**config.mk**
```make
export PLATFORM = sky130hd
export DESIGN_NAME = i2c_slave_responder
export DESIGN_NICKNAME = d
export VERILOG_FILES = /design/src/rtl/i2c_pkg.sv /design/src/rtl/i2c_line_sync.sv /design/src/rtl/i2c_slave_responder.sv
export SDC_FILE = /design/constraint.sdc
export NUM_CORES = 1
export LEC_CHECK = 0
export BUFFER_PORTS_ARGS = -buffer_cell sky130_fd_sc_hd__buf_2
export CORE_ASPECT_RATIO = 1.5
export CORE_MARGIN = 3
export CORE_UTILIZATION = 60
export CTS_CLUSTER_DIAMETER = 50
export DETAILED_ROUTE_END_ITERATION = 8
export PLACE_DENSITY = 0.82
export SETUP_SLACK_MARGIN = 0.05
export SYNTH_ARGS = -nofsm -noshare
export SYNTH_HDL_FRONTEND = slang
export SYNTH_SLANG_ARGS = --single-unit
```
**constraint.sdc**
```tcl
create_clock -name clk -period 3.3 [get_ports clk]
set_clock_uncertainty 0.15 [all_clocks]
set_input_delay 0.99 -clock clk [delete_from_list [all_inputs] [get_ports clk]]
set_output_delay 0.99 -clock clk [all_outputs]
set_load 0.005 [all_outputs]
```
**src/rtl/i2c_pkg.sv**
```systemverilog
// I2C responder shared types: FSM states and bus field widths.
// Latency: n/a (declarations only).
// Backpressure: n/a.
package i2c_pkg;
    localparam int   I2C_ADDR_W = 7;
    localparam int   I2C_BYTE_W = 8;
    localparam logic RW_WRITE   = 1'b0;
    localparam logic RW_READ    = 1'b1;

    typedef enum logic [2:0] {
        IDLE,
        ADDR,
        ADDR_ACK,
        WR_DATA,
        WR_ACK,
        RD_DATA,
        RD_ACK,
        WAIT_STOP
    } state_t;
endpackage

```
**src/rtl/i2c_line_sync.sv**
```systemverilog
// Synchronises scl/sda and produces single-cycle edge, START and STOP strobes.
// Latency: pin edge to strobe is SYNC_STAGES+1 clk; sda_sync is aligned with the strobes.
// Backpressure: none, free-running.
module i2c_line_sync #(
    parameter int SYNC_STAGES = 2
) (
    input  logic clk,
    input  logic rst,
    input  logic scl,
    input  logic sda_in,
    output logic scl_rise,
    output logic scl_fall,
    output logic start_det,
    output logic stop_det,
    output logic sda_sync
);
    logic [SYNC_STAGES-1:0] scl_ff;
    logic [SYNC_STAGES-1:0] sda_ff;
    logic                   scl_hist;
    logic                   sda_hist;
    logic                   scl_now;
    logic                   sda_now;

    assign scl_now = scl_ff[SYNC_STAGES-1];
    assign sda_now = sda_ff[SYNC_STAGES-1];

    // Chains reset to the idle-bus level so leaving reset never fakes an edge.
    always_ff @(posedge clk) begin
        if (!rst) begin
            scl_ff    <= '1;
            sda_ff    <= '1;
            scl_hist  <= 1'b1;
            sda_hist  <= 1'b1;
            scl_rise  <= 1'b0;
            scl_fall  <= 1'b0;
            start_det <= 1'b0;
            stop_det  <= 1'b0;
            sda_sync  <= 1'b1;
        end else begin
            scl_ff    <= {scl_ff[SYNC_STAGES-2:0], scl};
            sda_ff    <= {sda_ff[SYNC_STAGES-2:0], sda_in};
            scl_hist  <= scl_now;
            sda_hist  <= sda_now;
            scl_rise  <= scl_now & ~scl_hist;
            scl_fall  <= ~scl_now & scl_hist;
            start_det <= sda_hist & ~sda_now & scl_now & scl_hist;
            stop_det  <= ~sda_hist & sda_now & scl_now & scl_hist;
            sda_sync  <= sda_now;
        end
    end
endmodule

```
**src/rtl/i2c_slave_responder.sv**
```systemverilog
// I2C target: address match, ACKed multi-byte writes, reads fed from tx_data.
// Latency: reacts SYNC_STAGES+2 clk after a bus edge; sda_oe moves only after scl falls.
// Backpressure: none; never stretches SCL, tx_data must be valid when tx_load fires.
module i2c_slave_responder
    import i2c_pkg::*;
#(
    parameter logic [I2C_ADDR_W-1:0] SLAVE_ADDR  = 7'h27,
    parameter int                    SYNC_STAGES = 2
) (
    input  logic                  clk,
    input  logic                  rst,
    input  logic                  scl,
    input  logic                  sda_in,
    output logic                  sda_oe,
    output logic [I2C_BYTE_W-1:0] rx_data,
    output logic                  rx_valid,
    input  logic [I2C_BYTE_W-1:0] tx_data,
    output logic                  tx_load,
    output logic                  rd_nack,
    output logic                  busy,
    output logic                  rw
);
    logic scl_rise, scl_fall, start_det, stop_det, sda_sync;

    i2c_line_sync #(.SYNC_STAGES(SYNC_STAGES)) u_sync (
        .clk       (clk),
        .rst       (rst),
        .scl       (scl),
        .sda_in    (sda_in),
        .scl_rise  (scl_rise),
        .scl_fall  (scl_fall),
        .start_det (start_det),
        .stop_det  (stop_det),
        .sda_sync  (sda_sync)
    );

    state_t                state;
    logic [2:0]            bit_cnt;
    logic                  byte_done;   // 8 bits sampled (or ACK seen), act on next scl_fall
    logic [I2C_BYTE_W-1:0] shreg;
    logic [I2C_BYTE_W-2:0] tx_sh;       // remaining read bits after the one on the bus

    always_ff @(posedge clk) begin
        if (!rst) begin
            state     <= IDLE;
            bit_cnt   <= '0;
            byte_done <= 1'b0;
            shreg     <= '0;
            tx_sh     <= '0;
            sda_oe    <= 1'b0;
            busy      <= 1'b0;
            rw        <= 1'b0;
            rx_data   <= '0;
            rx_valid  <= 1'b0;
            tx_load   <= 1'b0;
            rd_nack   <= 1'b0;
        end else begin
            rx_valid <= 1'b0;
            tx_load  <= 1'b0;
            rd_nack  <= 1'b0;
            if (stop_det || start_det) begin
                state     <= stop_det ? IDLE : ADDR;
                sda_oe    <= 1'b0;
                busy      <= 1'b0;
                bit_cnt   <= '0;
                byte_done <= 1'b0;
            end else begin
                case (state)
                    ADDR: begin
                        if (scl_rise) begin
                            shreg   <= {shreg[6:0], sda_sync};
                            bit_cnt <= bit_cnt + 3'd1;
                            if (bit_cnt == 3'd7) byte_done <= 1'b1;
                        end else if (scl_fall && byte_done) begin
                            byte_done <= 1'b0;
                            if (shreg[7:1] == SLAVE_ADDR) begin
                                sda_oe <= 1'b1;
                                busy   <= 1'b1;
                                rw     <= shreg[0];
                                state  <= ADDR_ACK;
                            end else begin
                                sda_oe <= 1'b0;
                                state  <= WAIT_STOP;
                            end
                        end
                    end
                    ADDR_ACK: begin
                        if (scl_fall) begin
                            if (rw == RW_WRITE) begin
                                sda_oe <= 1'b0;
                                state  <= WR_DATA;
                            end else begin
                                tx_sh   <= tx_data[6:0];
                                tx_load <= 1'b1;
                                sda_oe  <= ~tx_data[7];
                                state   <= RD_DATA;
                            end
                        end
                    end
                    WR_DATA: begin
                        if (scl_rise) begin
                            shreg   <= {shreg[6:0], sda_sync};
                            bit_cnt <= bit_cnt + 3'd1;
                            if (bit_cnt == 3'd7) begin
                                rx_data   <= {shreg[6:0], sda_sync};
                                rx_valid  <= 1'b1;
                                byte_done <= 1'b1;
                            end
                        end else if (scl_fall && byte_done) begin
                            byte_done <= 1'b0;
                            sda_oe    <= 1'b1;
                            state     <= WR_ACK;
                        end
                    end
                    WR_ACK: begin
                        if (scl_fall) begin
                            sda_oe <= 1'b0;
                            state  <= WR_DATA;
                        end
                    end
                    RD_DATA: begin
                        if (scl_rise) begin
                            bit_cnt <= bit_cnt + 3'd1;
                            if (bit_cnt == 3'd7) byte_done <= 1'b1;
                        end else if (scl_fall) begin
                            if (byte_done) begin
                                byte_done <= 1'b0;
                                sda_oe    <= 1'b0;
                                state     <= RD_ACK;
                            end else begin
                                sda_oe <= ~tx_sh[6];
                                tx_sh  <= {tx_sh[5:0], 1'b0};
                            end
                        end
                    end
                    RD_ACK: begin
                        if (scl_rise) begin
                            if (sda_sync) begin
                                rd_nack <= 1'b1;
                                sda_oe  <= 1'b0;
                                state   <= WAIT_STOP;
                            end else begin
                                byte_done <= 1'b1;
                            end
                        end else if (scl_fall && byte_done) begin
                            byte_done <= 1'b0;
                            tx_sh     <= tx_data[6:0];
                            tx_load   <= 1'b1;
                            sda_oe    <= ~tx_data[7];
                            state     <= RD_DATA;
                        end
                    end
                    default: ;
                endcase
            end
        end
    end
endmodule

```
# [Word level (Yosys, flattened, before mapping)]
# Index checks and enable logic that the tools add are counted.
[word_totals] inputBits=12 output_inout_bits=14 register_bits=46
[op_classes] muxes=54 eq_ne=35 reduce_logical=20 add_sub_neg=1 n_bitwise=19
[op_table] operator="$mux 7" n=7
[op_table] operator="$mux 3" n=15
[op_table] operator="$mux 1" n=27
[op_table] operator="$ne 3x3->1 const B" n=8
[op_table] operator="$pmux 7 s3" n=1
[op_table] operator="$ne 2x2->1 const B" n=9
[op_table] operator="$pmux 3 s6" n=1
[op_table] operator="$eq 3x3->1 const B" n=4
[op_table] operator="$ne 3x2->1 const B" n=4
[op_table] operator="$reduce_and 12->1" n=1
[op_table] operator="$not 1->1" n=11
[op_table] operator="$reduce_and 11->1" n=1
[op_table] operator="$reduce_and 9->1" n=1
[op_table] operator="$and 1x1->1" n=8
[op_table] operator="$reduce_and 4->1" n=2
[op_table] operator="$reduce_or 4->1" n=2
[op_table] operator="$eq 7x6->1 const B" n=1
[op_table] operator="$reduce_bool 7->1" n=1
[op_table] operator="$eq 3x2->1 const B" n=2
[op_table] operator="$ne 2x1->1 const B" n=3
[op_table] operator="$pmux 1 s6" n=1
[op_table] operator="$reduce_and 3->1" n=2
[op_table] operator="$reduce_bool 3->1" n=2
[op_table] operator="$reduce_bool 6->1" n=1
[op_table] operator="13 further kinds" n=14

# [Depth between registers and ports, before layout]
[depth] word_depth=6 ltp_mapped=8 mapped_depth_nobuf=6

# [Hierarchy]
# From an unflattened synthesis, not the netlist that was laid out.
[hier_totals] cells_unflattened=218 hier_area_um2=2087.0
[modules_own_cells] mod="i2c_slave_responder" seq_area_each_um2=720.7 area_each_um2=1795.5 n_inst=1 cells_each=196
[modules_own_cells] mod="i2c_line_sync" seq_area_each_um2=200.2 area_each_um2=291.5 n_inst=1 cells_each=22

# [Worst setup path before layout]
# No wires, ideal clock.
[synth_path] path_kind="input-to-reg" from="input rst" to="register tx_load" setup_slack_ns=1.388 arrival_ns=1.682 path_stages=4 setup_time_ns=0.080 required_ns=3.070 path_cell_list="clkbuf_1 and2_1 nand2_1 nor3b_1"
[synth_via] elab_chain_len=2
[synth_rtl] element="start: declaration" line="i2c_slave_responder.sv:11" text="input logic rst,"
[synth_rtl] element="$not 1->1 (no source line)"
[synth_rtl] element="$reduce_or 2->1 (no source line)"
[synth_rtl] element="end signal: assignment" line="i2c_slave_responder.sv:55" text="tx_load <= 1'b0;"
[synth_rtl] element="end signal: assignment" line="i2c_slave_responder.sv:59" text="tx_load <= 1'b0;"
[synth_rtl] element="end signal: assignment" line="i2c_slave_responder.sv:94" text="tx_load <= 1'b1;"
[synth_rtl] element="end: declaration" line="i2c_slave_responder.sv:18" text="output logic tx_load,"
# No other way between the ends.
# A chain may end at the register's enable or synchronous reset.

# [Final worst setup path]
[layout_path] from="register state[0]" to="register rx_data[6]"
[layout_via] elab_chain_len=2
[layout_rtl] element="start: declaration" line="i2c_slave_responder.sv:37" text="state_t state;"
[layout_rtl] element="start signal: assignment" line="i2c_slave_responder.sv:62" text="state <= stop_det ? IDLE : ADDR;"
[layout_rtl] element="$eq 3x2->1" line="i2c_slave_responder.sv:68" text="case (state)"
[layout_rtl] element="$reduce_and 4->1 (no source line)"
[layout_rtl] element="end signal: assignment" line="i2c_slave_responder.sv:105" text="rx_data <= {shreg[6:0], sda_sync};"
[layout_rtl] element="end: declaration" line="i2c_slave_responder.sv:15" text="output logic [I2C_BYTE_W-1:0] rx_data,"
# No other way between the ends.

==> metrics <==
outcome=finished, final reports clean; Post-synth EDFFs=0; total clock buffers created by CTS=5; Nets=between 200 and 300; total power=around 1.3 mW; Mapped Cells=231; die width=55.06 um; Post-DRT Antenna Nets=0; RSZ-0062 raised after global routing=no; Clk Tree Root Cell=clkbuf_8; Yosys top cell area share=about 43%; post-place setup slack=0.8783 ns; placed cells=283; syn_area_per_cell=9.376 um^2; Slew headroom=approximately 50%; layout cells sized above 1=19.68%; drt total wl=approximately 4000 um; core area=3448 um^2; PwrDens=562.1 nW/um^2; flop-to-flop setup slack=0.83 ns; Wirelength per Cell=13.87 um; initial antenna violation count=0; Layout area overhead=10.57%; Async S/R FF share, synth=0%; Die H=slightly below 80 um; Ports=26; first-pass GRT wire length=6768 um; CTS tree=yes; die area=4382 um^2; Yosys Warn Count=0; final core utilization=69.45%; setup violators final=0; clk_lat worst skew=roughly 0.30 ns; Hold Path Depth=1; minimum clock period=2.473 ns; top_reg_cell synth=dfxtp_1; Yosys cell types=50; fin area=roughly 2400 um^2; fin cells=291; Worst Path Class, Setup=reg2reg; final worst slack=0.8265 ns; syn_nets=245; Worst Setup SP=state[0]; all-layer global routing usage=20.81%; largest net degree at the start of global routing=29; reg2reg start=state[0]; actual slew at the worst max-slew pin=0.7706 ns; Worst IR Drop VDD=443.9 uV; hold crit path type=reg2reg; Crit. End Element=flip-flop; register bit total from synthesis=46; FP Rows=26; CTS HTree Levels=2; DR iter-0 viols=51; element type at the critical path start=flip-flop; Final Hold Fails=0; placer congestion estimate=0.9288; fill count=290; Netlist Area Pre-Place=2166 um^2; postcts setup bufs=0; 1st-pass router iterations=4; DP HPWL=2828 um; maximum root-to-sink buffer count=2; clock slew at reported path FFs=about 0.08 ns; grt total ovfl=0; hold buffer count at cts=0; dpl cell area=2252 um^2; WP data required=roughly 3.3 ns; Worst Path Max Fanout=18; port buffer count=25; Static Leak=0.9487 nW; Worst Reg-to-Reg Cells=6; n_diodes=0; max-slew violation count=0; routed vias=1688; Max Cap Violations=0; Seq/Total Area, Yosys=between 40% and 50%; Starting Density=roughly 63%; clk sinks=46; vias in the first global route=roughly 1500; final hold slack=between 0.2 and 0.3 ns; hold_sp=u_sync.sda_ff[0]; reg-to-reg endpoint=rx_data[6]; period utilization=around 75%; Worst Hold End=u_sync.sda_ff[1]; maximum clock rate=approximately 400 MHz; DR DRC count=0; main area contributors after synthesis=dfxtp_1, mux2i_1, nor2b_1; Fin Setup TNS=0 ns; Via density=just under 6; critical path arrival=2.52 ns; post-CTS resize count=0; largest area contributor in the netlist=dfxtp_1
[placed cells by master (no fill, tap or decap), types with 5 or more instances in the layout]
master / instances
nor2_1: 12
o211a_1: 6
o21ai_1: 5
a21oi_1: 11
mux2i_1: 18
nand2_1: 18
nand3_1: 13
nor2b_1: 20
nand2b_1: 7
dfxtp_1: 46
buf_2: 25
o21ai_0: 7
clkbuf_8: 6
[cell usage after synthesis (2+ instances only)]
| master | count |
|---|---|
| nand2_1 | 18 |
| nand2b_1 | 7 |
| a31oi_1 | 2 |
| inv_1 | 2 |
| nand3_2 | 2 |
| nand3_1 | 13 |
| ha_1 | 2 |
| buf_2 | 4 |
| clkbuf_1 | 6 |
| nor2b_1 | 20 |
| nor3_1 | 4 |
| buf_4 | 5 |
| nor2_1 | 12 |
| nor2b_4 | 2 |
| or3_1 | 2 |
| o211a_1 | 6 |
| o21ai_0 | 7 |
| and2_1 | 3 |
| o21ai_1 | 5 |
| mux2i_1 | 18 |
| a21oi_1 | 11 |
| o31ai_1 | 2 |
| nor3b_1 | 4 |
| dfxtp_1 | 46 |
| buf_6 | 3 |
[routing by layer]
metal	part of all wire [%]	wire, um	track usage [%]
met4	2.6	106	8.516
met3	3.3	135	5.421
met5	0	0	0
met1	43	1750	24.88
met2	51	2043	34.12
[final cells by class]
cell class              count  area (um^2)  share of cell area (%)
flip-flops and latches     46        920.9                   38.45
well taps                  42        52.55                   2.194
clock inverters             2        60.06                   2.508
repair buffers             28        147.6                   6.165
clock buffers               6        82.58                   3.448
inverters                   3        11.26                  0.4702
multi-input cells         164         1120                   46.76
[power by group]
part	switching [mW]	total [mW]	leakage, nW	internal, mW
Sequential	0.0542	0.634	0.372	0.580
Combinational	0.110	0.203	0.505	0.0930
Clock	0.186	0.509	0.0714	0.323
[how the worst max path moves through the flow]
stage / endpoint / slack [ns] / depth (start not counted)
5_1_grt: rx_data[6] / 0.67 / 6
3_5_place_dp: tx_sh[1] / 0.88 / 5
2_1_floorplan: tx_load / 1.39 / 4
3_3_place_gp: tx_sh[4] / 0.89 / 5
6_report: rx_data[6] / 0.83 / 6
4_1_cts: rx_data[6] / 0.81 / 6
[registers in the layout, summed over array words and instances, names as in the netlist]
| name | count |
|---|---|
| u_sync.sda_ff | 2 |
| shreg | 8 |
| u_sync.scl_hist | 1 |
| rx_valid | 1 |
| busy | 1 |
| sda_oe | 1 |
| rw | 1 |
| byte_done | 1 |
| bit_cnt | 3 |
| u_sync.start_det | 1 |
| u_sync.stop_det | 1 |
| tx_sh | 7 |
| u_sync.scl_rise | 1 |
| u_sync.scl_ff | 2 |
| u_sync.sda_sync | 1 |
| state | 3 |
| u_sync.scl_fall | 1 |
| tx_load | 1 |
| rd_nack | 1 |
| rx_data | 8 |
[cell families (layout without fill, tap and decap cells)]
logic type / after synthesis / in the layout / share of synthesized area (%)
AND/OR/NAND/NOR: 97 / 97 / 25.94
AO/OA/AOI/OAI: 46 / 46 / 15.89
flip-flops: 46 / 46 / 42.52
buffers and inverters: 21 / 39 / 5.777
multiplexers: 18 / 18 / 8.319
adder cells (fa/ha/maj): 2 / 2 / 1.155
XOR/XNOR: 1 / 1 / 0.4045
[critical path: stages (launching register included)]
cell and delay, ns:
dfxtp_1 0.72, nand2_1 0.20, nor3_1 0.22, buf_4 0.22
and3_1 0.52, mux2i_1 0.28, nor2b_1 0.07
(Power assumes the default switching activity.)
